[config.mk]
export PLATFORM = sky130hd
export DESIGN_NAME = imem_loader
export DESIGN_NICKNAME = d
export VERILOG_FILES = /design/src/rtl/imem_loader_pkg.sv /design/src/rtl/il_word_pack.sv /design/src/rtl/imem_loader.sv
export SDC_FILE = /design/constraint.sdc
export NUM_CORES = 1
export LEC_CHECK = 0
export CAP_MARGIN = 30
export CORE_AREA = 3 3 161 163
export CTS_BUF_LIST = sky130_fd_sc_hd__clkbuf_4 sky130_fd_sc_hd__clkbuf_8
export CTS_CLUSTER_SIZE = 20
export DETAILED_ROUTE_END_ITERATION = 10
export DIE_AREA = 0 0 164 166
export PLACE_DENSITY = 0.61
export REMOVE_ABC_BUFFERS = 1
export SLEW_MARGIN = 30
export SYNTH_ARGS = -nofsm -noshare
export SYNTH_HDL_FRONTEND = slang
export SYNTH_SLANG_ARGS = --single-unit
[constraint.sdc]
create_clock -name il_clk -period 5.68 [get_ports il_clk]
set_input_delay 1.42 -clock il_clk [delete_from_list [all_inputs] [get_ports il_clk]]
set_output_delay 1.42 -clock il_clk [all_outputs]
set_load 0.02 [all_outputs]
[src/rtl/imem_loader_pkg.sv]
// Shared widths, loader state encoding and per-state output flags for the imem boot loader.
package imem_loader_pkg;

   localparam int unsigned IWIDTH_DFLT   = 32;
   localparam int unsigned PC_WIDTH_DFLT = 32;
   localparam int unsigned BYTE_WIDTH    = 8;

   typedef enum logic [2:0] {
      IlIdle  = 3'd0,
      IlLoad  = 3'd1,
      IlWrite = 3'd2,
      IlDone  = 3'd3,
      IlError = 3'd4
   } il_state_e;

   typedef struct packed {
      logic ready;
      logic busy;
      logic done;
      logic error;
      logic core_ce;
   } il_flags_t;

   // Status flags for a state; registered by the FSM from the next state.
   function automatic il_flags_t state_flags(input il_state_e s);
      il_flags_t f;
      f = '0;
      case (s)
         IlLoad: begin
            f.ready = 1'b1;
            f.busy  = 1'b1;
         end
         IlWrite: f.busy = 1'b1;
         IlDone: begin
            f.done    = 1'b1;
            f.core_ce = 1'b1;
         end
         IlError: f.error = 1'b1;
         default: f = '0;
      endcase
      return f;
   endfunction

endpackage

[src/rtl/il_word_pack.sv]
// Big-endian byte packer: shifts bytes into a word and flags the byte that completes it.
module il_word_pack
   import imem_loader_pkg::*;
#(
   parameter int unsigned IWIDTH = IWIDTH_DFLT
) (
   input  logic                  clk,
   input  logic                  rst,
   input  logic                  clr,
   input  logic                  shift,
   input  logic [BYTE_WIDTH-1:0] din,
   output logic [IWIDTH-1:0]     word,
   output logic                  word_full
);

   localparam int unsigned BytesPerWord = IWIDTH / BYTE_WIDTH;
   localparam logic [1:0]  LastByte     = 2'(BytesPerWord - 1);

   logic [IWIDTH-1:0] shift_q;
   logic [1:0]        byte_cnt_q;

   // Word including the byte on the input this cycle, so a write can follow the last handshake.
   assign word      = {shift_q[IWIDTH-BYTE_WIDTH-1:0], din};
   assign word_full = shift && (byte_cnt_q == LastByte);

   always_ff @(posedge clk or posedge rst) begin
      if (rst) begin
         shift_q    <= '0;
         byte_cnt_q <= '0;
      end else if (clr) begin
         shift_q    <= '0;
         byte_cnt_q <= '0;
      end else if (shift) begin
         shift_q    <= word;
         byte_cnt_q <= byte_cnt_q + 2'd1;
      end
   end

endmodule

[src/rtl/imem_loader.sv]
// Boot-time instruction memory loader; stalls the core until the whole program is written.
module imem_loader
   import imem_loader_pkg::*;
#(
   parameter int unsigned IWIDTH    = IWIDTH_DFLT,
   parameter int unsigned PC_WIDTH  = PC_WIDTH_DFLT,
   parameter int unsigned LEN_WIDTH = 12,
   parameter int unsigned BASE_ADDR = 0,
   parameter int unsigned TIMEOUT   = 65535
) (
   input  logic                  il_clk,
   input  logic                  il_rst,
   input  logic                  il_i_start,
   input  logic [LEN_WIDTH-1:0]  il_i_length,
   input  logic                  il_i_valid,
   input  logic [BYTE_WIDTH-1:0] il_i_byte,
   output logic                  il_o_ready,
   output logic                  il_o_wr_en,
   output logic [PC_WIDTH-1:0]   il_o_wr_addr,
   output logic [IWIDTH-1:0]     il_o_wr_data,
   output logic                  il_o_busy,
   output logic                  il_o_done,
   output logic                  il_o_error,
   output logic                  il_o_core_ce
);

   localparam int unsigned   IdleW    = $clog2(TIMEOUT + 1);
   localparam logic [IdleW-1:0] IdleLast = IdleW'(TIMEOUT - 1);
   localparam logic [PC_WIDTH-1:0] Base = PC_WIDTH'(BASE_ADDR);

   il_state_e            state_q, state_d;
   il_flags_t            flags_q;
   logic                 wr_en_q;
   logic [PC_WIDTH-1:0]  wr_addr_q, addr_q;
   logic [IWIDTH-1:0]    wr_data_q;
   logic [LEN_WIDTH-1:0] length_q, word_cnt_q, word_cnt_inc;
   logic [IdleW-1:0]     idle_cnt_q;

   logic              hs, start_acc, word_full;
   logic [IWIDTH-1:0] packed_word;

   // ready is registered, so the handshake has no combinational path to any output.
   assign hs           = il_i_valid && flags_q.ready;
   assign start_acc    = il_i_start &&
                         (state_q == IlIdle || state_q == IlDone || state_q == IlError);
   assign word_cnt_inc = word_cnt_q + LEN_WIDTH'(1);

   il_word_pack #(
      .IWIDTH(IWIDTH)
   ) u_pack (
      .clk      (il_clk),
      .rst      (il_rst),
      .clr      (start_acc),
      .shift    (hs),
      .din      (il_i_byte),
      .word     (packed_word),
      .word_full(word_full)
   );

   always_comb begin
      state_d = state_q;
      unique case (state_q)
         IlIdle, IlDone, IlError: begin
            if (il_i_start) begin
               state_d = (il_i_length == '0) ? IlDone : IlLoad;
            end
         end
         IlLoad: begin
            if (word_full) begin
               state_d = IlWrite;
            end else if (!hs && idle_cnt_q == IdleLast) begin
               state_d = IlError;
            end
         end
         IlWrite: state_d = (word_cnt_inc == length_q) ? IlDone : IlLoad;
         default: state_d = IlIdle;
      endcase
   end

   always_ff @(posedge il_clk or posedge il_rst) begin
      if (il_rst) begin
         state_q    <= IlIdle;
         flags_q    <= '0;
         wr_en_q    <= 1'b0;
         wr_addr_q  <= '0;
         wr_data_q  <= '0;
         addr_q     <= '0;
         length_q   <= '0;
         word_cnt_q <= '0;
         idle_cnt_q <= '0;
      end else begin
         state_q <= state_d;
         flags_q <= state_flags(state_d);
         wr_en_q <= (state_d == IlWrite);

         if (start_acc) begin
            length_q   <= il_i_length;
            word_cnt_q <= '0;
            addr_q     <= Base;
            idle_cnt_q <= '0;
         end

         if (state_q == IlLoad) begin
            idle_cnt_q <= hs ? '0 : idle_cnt_q + IdleW'(1);
         end

         // Address and data are latched once per word and held until the next word.
         if (word_full) begin
            wr_addr_q <= addr_q;
            wr_data_q <= packed_word;
         end

         if (state_q == IlWrite) begin
            addr_q     <= addr_q + PC_WIDTH'(4);
            word_cnt_q <= word_cnt_inc;
            idle_cnt_q <= '0;
         end
      end
   end

   assign il_o_ready   = flags_q.ready;
   assign il_o_busy    = flags_q.busy;
   assign il_o_done    = flags_q.done;
   assign il_o_error   = flags_q.error;
   assign il_o_core_ce = flags_q.core_ce;
   assign il_o_wr_en   = wr_en_q;
   assign il_o_wr_addr = wr_addr_q;
   assign il_o_wr_data = wr_data_q;

endmodule

==> run metrics <==
met3 GRT Util 3.02%; I/O pin count 94; CTS Buf Count 17; Num Clock Sinks 166; area post-placement 8610 um2; Max-Slew Margin vs Limit 37.4%; Core Rows 57; setup bufs post-CTS 0; Synth Instances 694; chip height 166 um; n_diodes 0; critical path peak fanout 34; Final Hold Fails 0; core area 24,500 um2; WP buf/inv 3; CP Data Arrival Time 3.79 ns; CTS Hold Bufs 0; Post-synth EDFFs 0; max-slew violation count 0; Hold WC Path Type reg2reg; final worst slack 2.23 ns; Worst-Margin Slew 0.935 ns; router iterations before antenna repair 5; Synth top cells by count dfrtp_1 (166), nand2_1 (143), mux2_2 (60); max_cap viols 0; switch share 33.8%; status finished clean; CTS H-tree lvls 4; GRT Resource Usage Total 11.8%; Pwr per Cell Area 396 nW/um2; Peak Freq 0.290 GHz; Synth cell types 51; Synth Cell Area 7380 um2; vias in the first global route 4,945; post-route cell area 9060 um2; dpl ws 1.70 ns; clk buf depth 2; final wirelength 15.3 mm; Crit path required time 6.02 ns; synthesized area per cell 10.6 um2; largest net degree at the start of global routing 98; first-pass GRT wire length 26.2 mm; internal power 2.37 mW; DRC Markers 0; Die Span X 164 um; initial antenna violation count 0; vias per cell 4.66; met1 GRT Util 16.4%; Yosys reg bits 166; slowest stage cell, crit path nand2_2; Peak VDD IR 0.189 mV; CTS tree done; Port-buffer cells 91; Final Skew 0.0173 ns; Crit path max-delay family buffers and inverters; yosys warns 0; CP startpoint kind input pin; initial core utilization 30.2%; ratio of cells with drive above 1 in the final layout 13.9%; routed vias 5,188; post-synthesis async set-or-reset flop share 100%; dpl hpwl 10.3 mm; Synth area leaders dfrtp_1 (56%), mux2_2 (9.2%), nand2_1 (7.3%), o21ai_0 (2.4%), xnor2_1 (2.4%); Clock power frac 26.4%; Layout area overhead 22.9%; GRT overflow 0; Static Leak 4.08 nW; Gate power share 28.9%; CP Capture Type register; Tcrit/Tclk final 60.8%; Clock transition at path regs 0.10 ns; antenna-violating nets left 0; 1st-iter DRT viols 371; Most used DFF post-synth dfrtp_1; Final setup viols 0; Switch Pwr 1.21 mW; Critical Path Max Stage Delay 0.66 ns; most numerous cell on the critical path buf_4; post-cts resize count 0; Tmin final 3.45 ns; clock root buffer clkbuf_8; Die Area 27,200 um2; GR Layer Usage met2 18.0%; share of power burned in registers 44.7%; crit path kind in2reg; most frequent cell after synthesis dfrtp_1; Layout Nets 805; top cell type's share of synthesized area 56.3%; register area share after synthesis 56.3%; Placer Congestion 0.741; setup TNS 0 ns; CP Cell Sequence clkdlybuf4s50_1, and2_1, buf_4, nand2_2, buf_4, mux2_2; DR WL/cell 13.8 um; Worst-Skew Late Latency 0.46 ns; RSZ-0062 raised after global routing false; Most Crowded Layer GR met2; cell taking the most area after synthesis dfrtp_1
-- routing by layer --
layer / vias to the layer above / share of wire [%] / wire length, um
met1: 2514 / 49 / 7500
met2: 89 / 46 / 7070
met5: - / 0 / 0
met4: 0 / 1.3 / 193
met3: 15 / 3.8 / 579
li1: 2570 / - / -
-- cell type report --
cell class                      count  area, um2
Fill cell                        2412      15400
Sequential cell                   166       4150
Multi-Input combinational cell    483       3030
Timing Repair Buffer               99        983
Tap cell                          324        405
Clock buffer                       17        234
Clock inverter                     15        216
Inverter                            9       41.3
-- path summary, 6_finish.rpt --
kind	from	endpoint	slack, ns	depth (start not counted)
worst min register to register	addr_q[31]$_DFFE_PP0P_	addr_q[31]$_DFFE_PP0P_	0.49	1
worst max-delay path	il_i_valid	il_o_wr_addr[2]$_DFFE_PP0P_	2.23	6
worst max register to register	word_cnt_q[0]$_DFFE_PP0P_	il_o_busy$_DFF_PP0_	3.22	7
worst min-delay path	addr_q[31]$_DFFE_PP0P_	addr_q[31]$_DFFE_PP0P_	0.49	1
min in group asynchronous	il_rst	il_o_wr_data[18]$_DFFE_PP0P_	1.48	2
max in group asynchronous	il_rst	u_pack.shift_q[0]$_DFFE_PP0P_	3.41	3
-- cell families after synthesis --
kind of cell               synth area share [%]
other                                    0.0508
and+or+nand+nor                            16.6
AOI/OAI and AO/OA                          8.51
muxes                                      10.9
xor gates and xnor gates                   3.95
DFF                                        56.3
adders and majority gates                 0.848
buffers and inverters                      2.76
-- flip-flops by register name, summed over array words and instances (netlist names) --
register / count
il_o_wr_data: 32
addr_q: 30
il_o_wr_addr: 30
u_pack.shift_q: 24
idle_cnt_q: 16
length_q: 12
word_cnt_q: 12
state_q: 3
u_pack.byte_cnt_q: 2
il_o_busy: 1
il_o_core_ce: 1
il_o_error: 1
il_o_ready: 1
il_o_wr_en: 1
-- metrics by stage --
| step | hold slack, ns | std cells | power (mW) | utilization, % |
|---|---|---|---|---|
| after global placement | 0.472 | 1081 | 2.66 | 35.2 |
| after CTS | 0.489 | 1113 | 3.64 | 37.0 |
| final | 0.490 | 1113 | 3.59 | 37.1 |
| after floorplan | 0.441 | 658 | 2.25 | - |
| after detailed placement | 0.469 | 1081 | 2.69 | 35.2 |
| after global routing | 0.514 | 1113 | 3.82 | 37.1 |
-- layout by cell type (no fill, tap or decap), types with 4 or more instances in the layout --
cell,count
dfrtp_1,166
nand2_1,142
clkdlybuf4s50_1,91
mux2_2,60
o21ai_0,35
nor2_1,33
a21oi_1,33
nand3_1,30
xnor2_1,20
clkbuf_8,17
and3_1,15
mux2i_1,13
inv_1,8
xor2_1,8
nand4_1,8
o31ai_1,8
buf_4,7
o21ai_1,6
nor3_1,6
nor4_1,6
o211ai_1,6
ha_1,5
and2_1,4
and4_1,4
bufinv_16,4
clkinv_4,4
-- power by group through the flow --
stage	logic (mW)	registers (mW)	clock network [mW]
after floorplan	0.544	1.70	0
after global placement	1.03	1.63	0
after detailed placement	1.06	1.63	0
after CTS	1.06	1.61	0.976
after global routing	1.15	1.64	1.03
final	1.04	1.60	0.947
No activity file was read; power rests on OpenSTA's default activity.
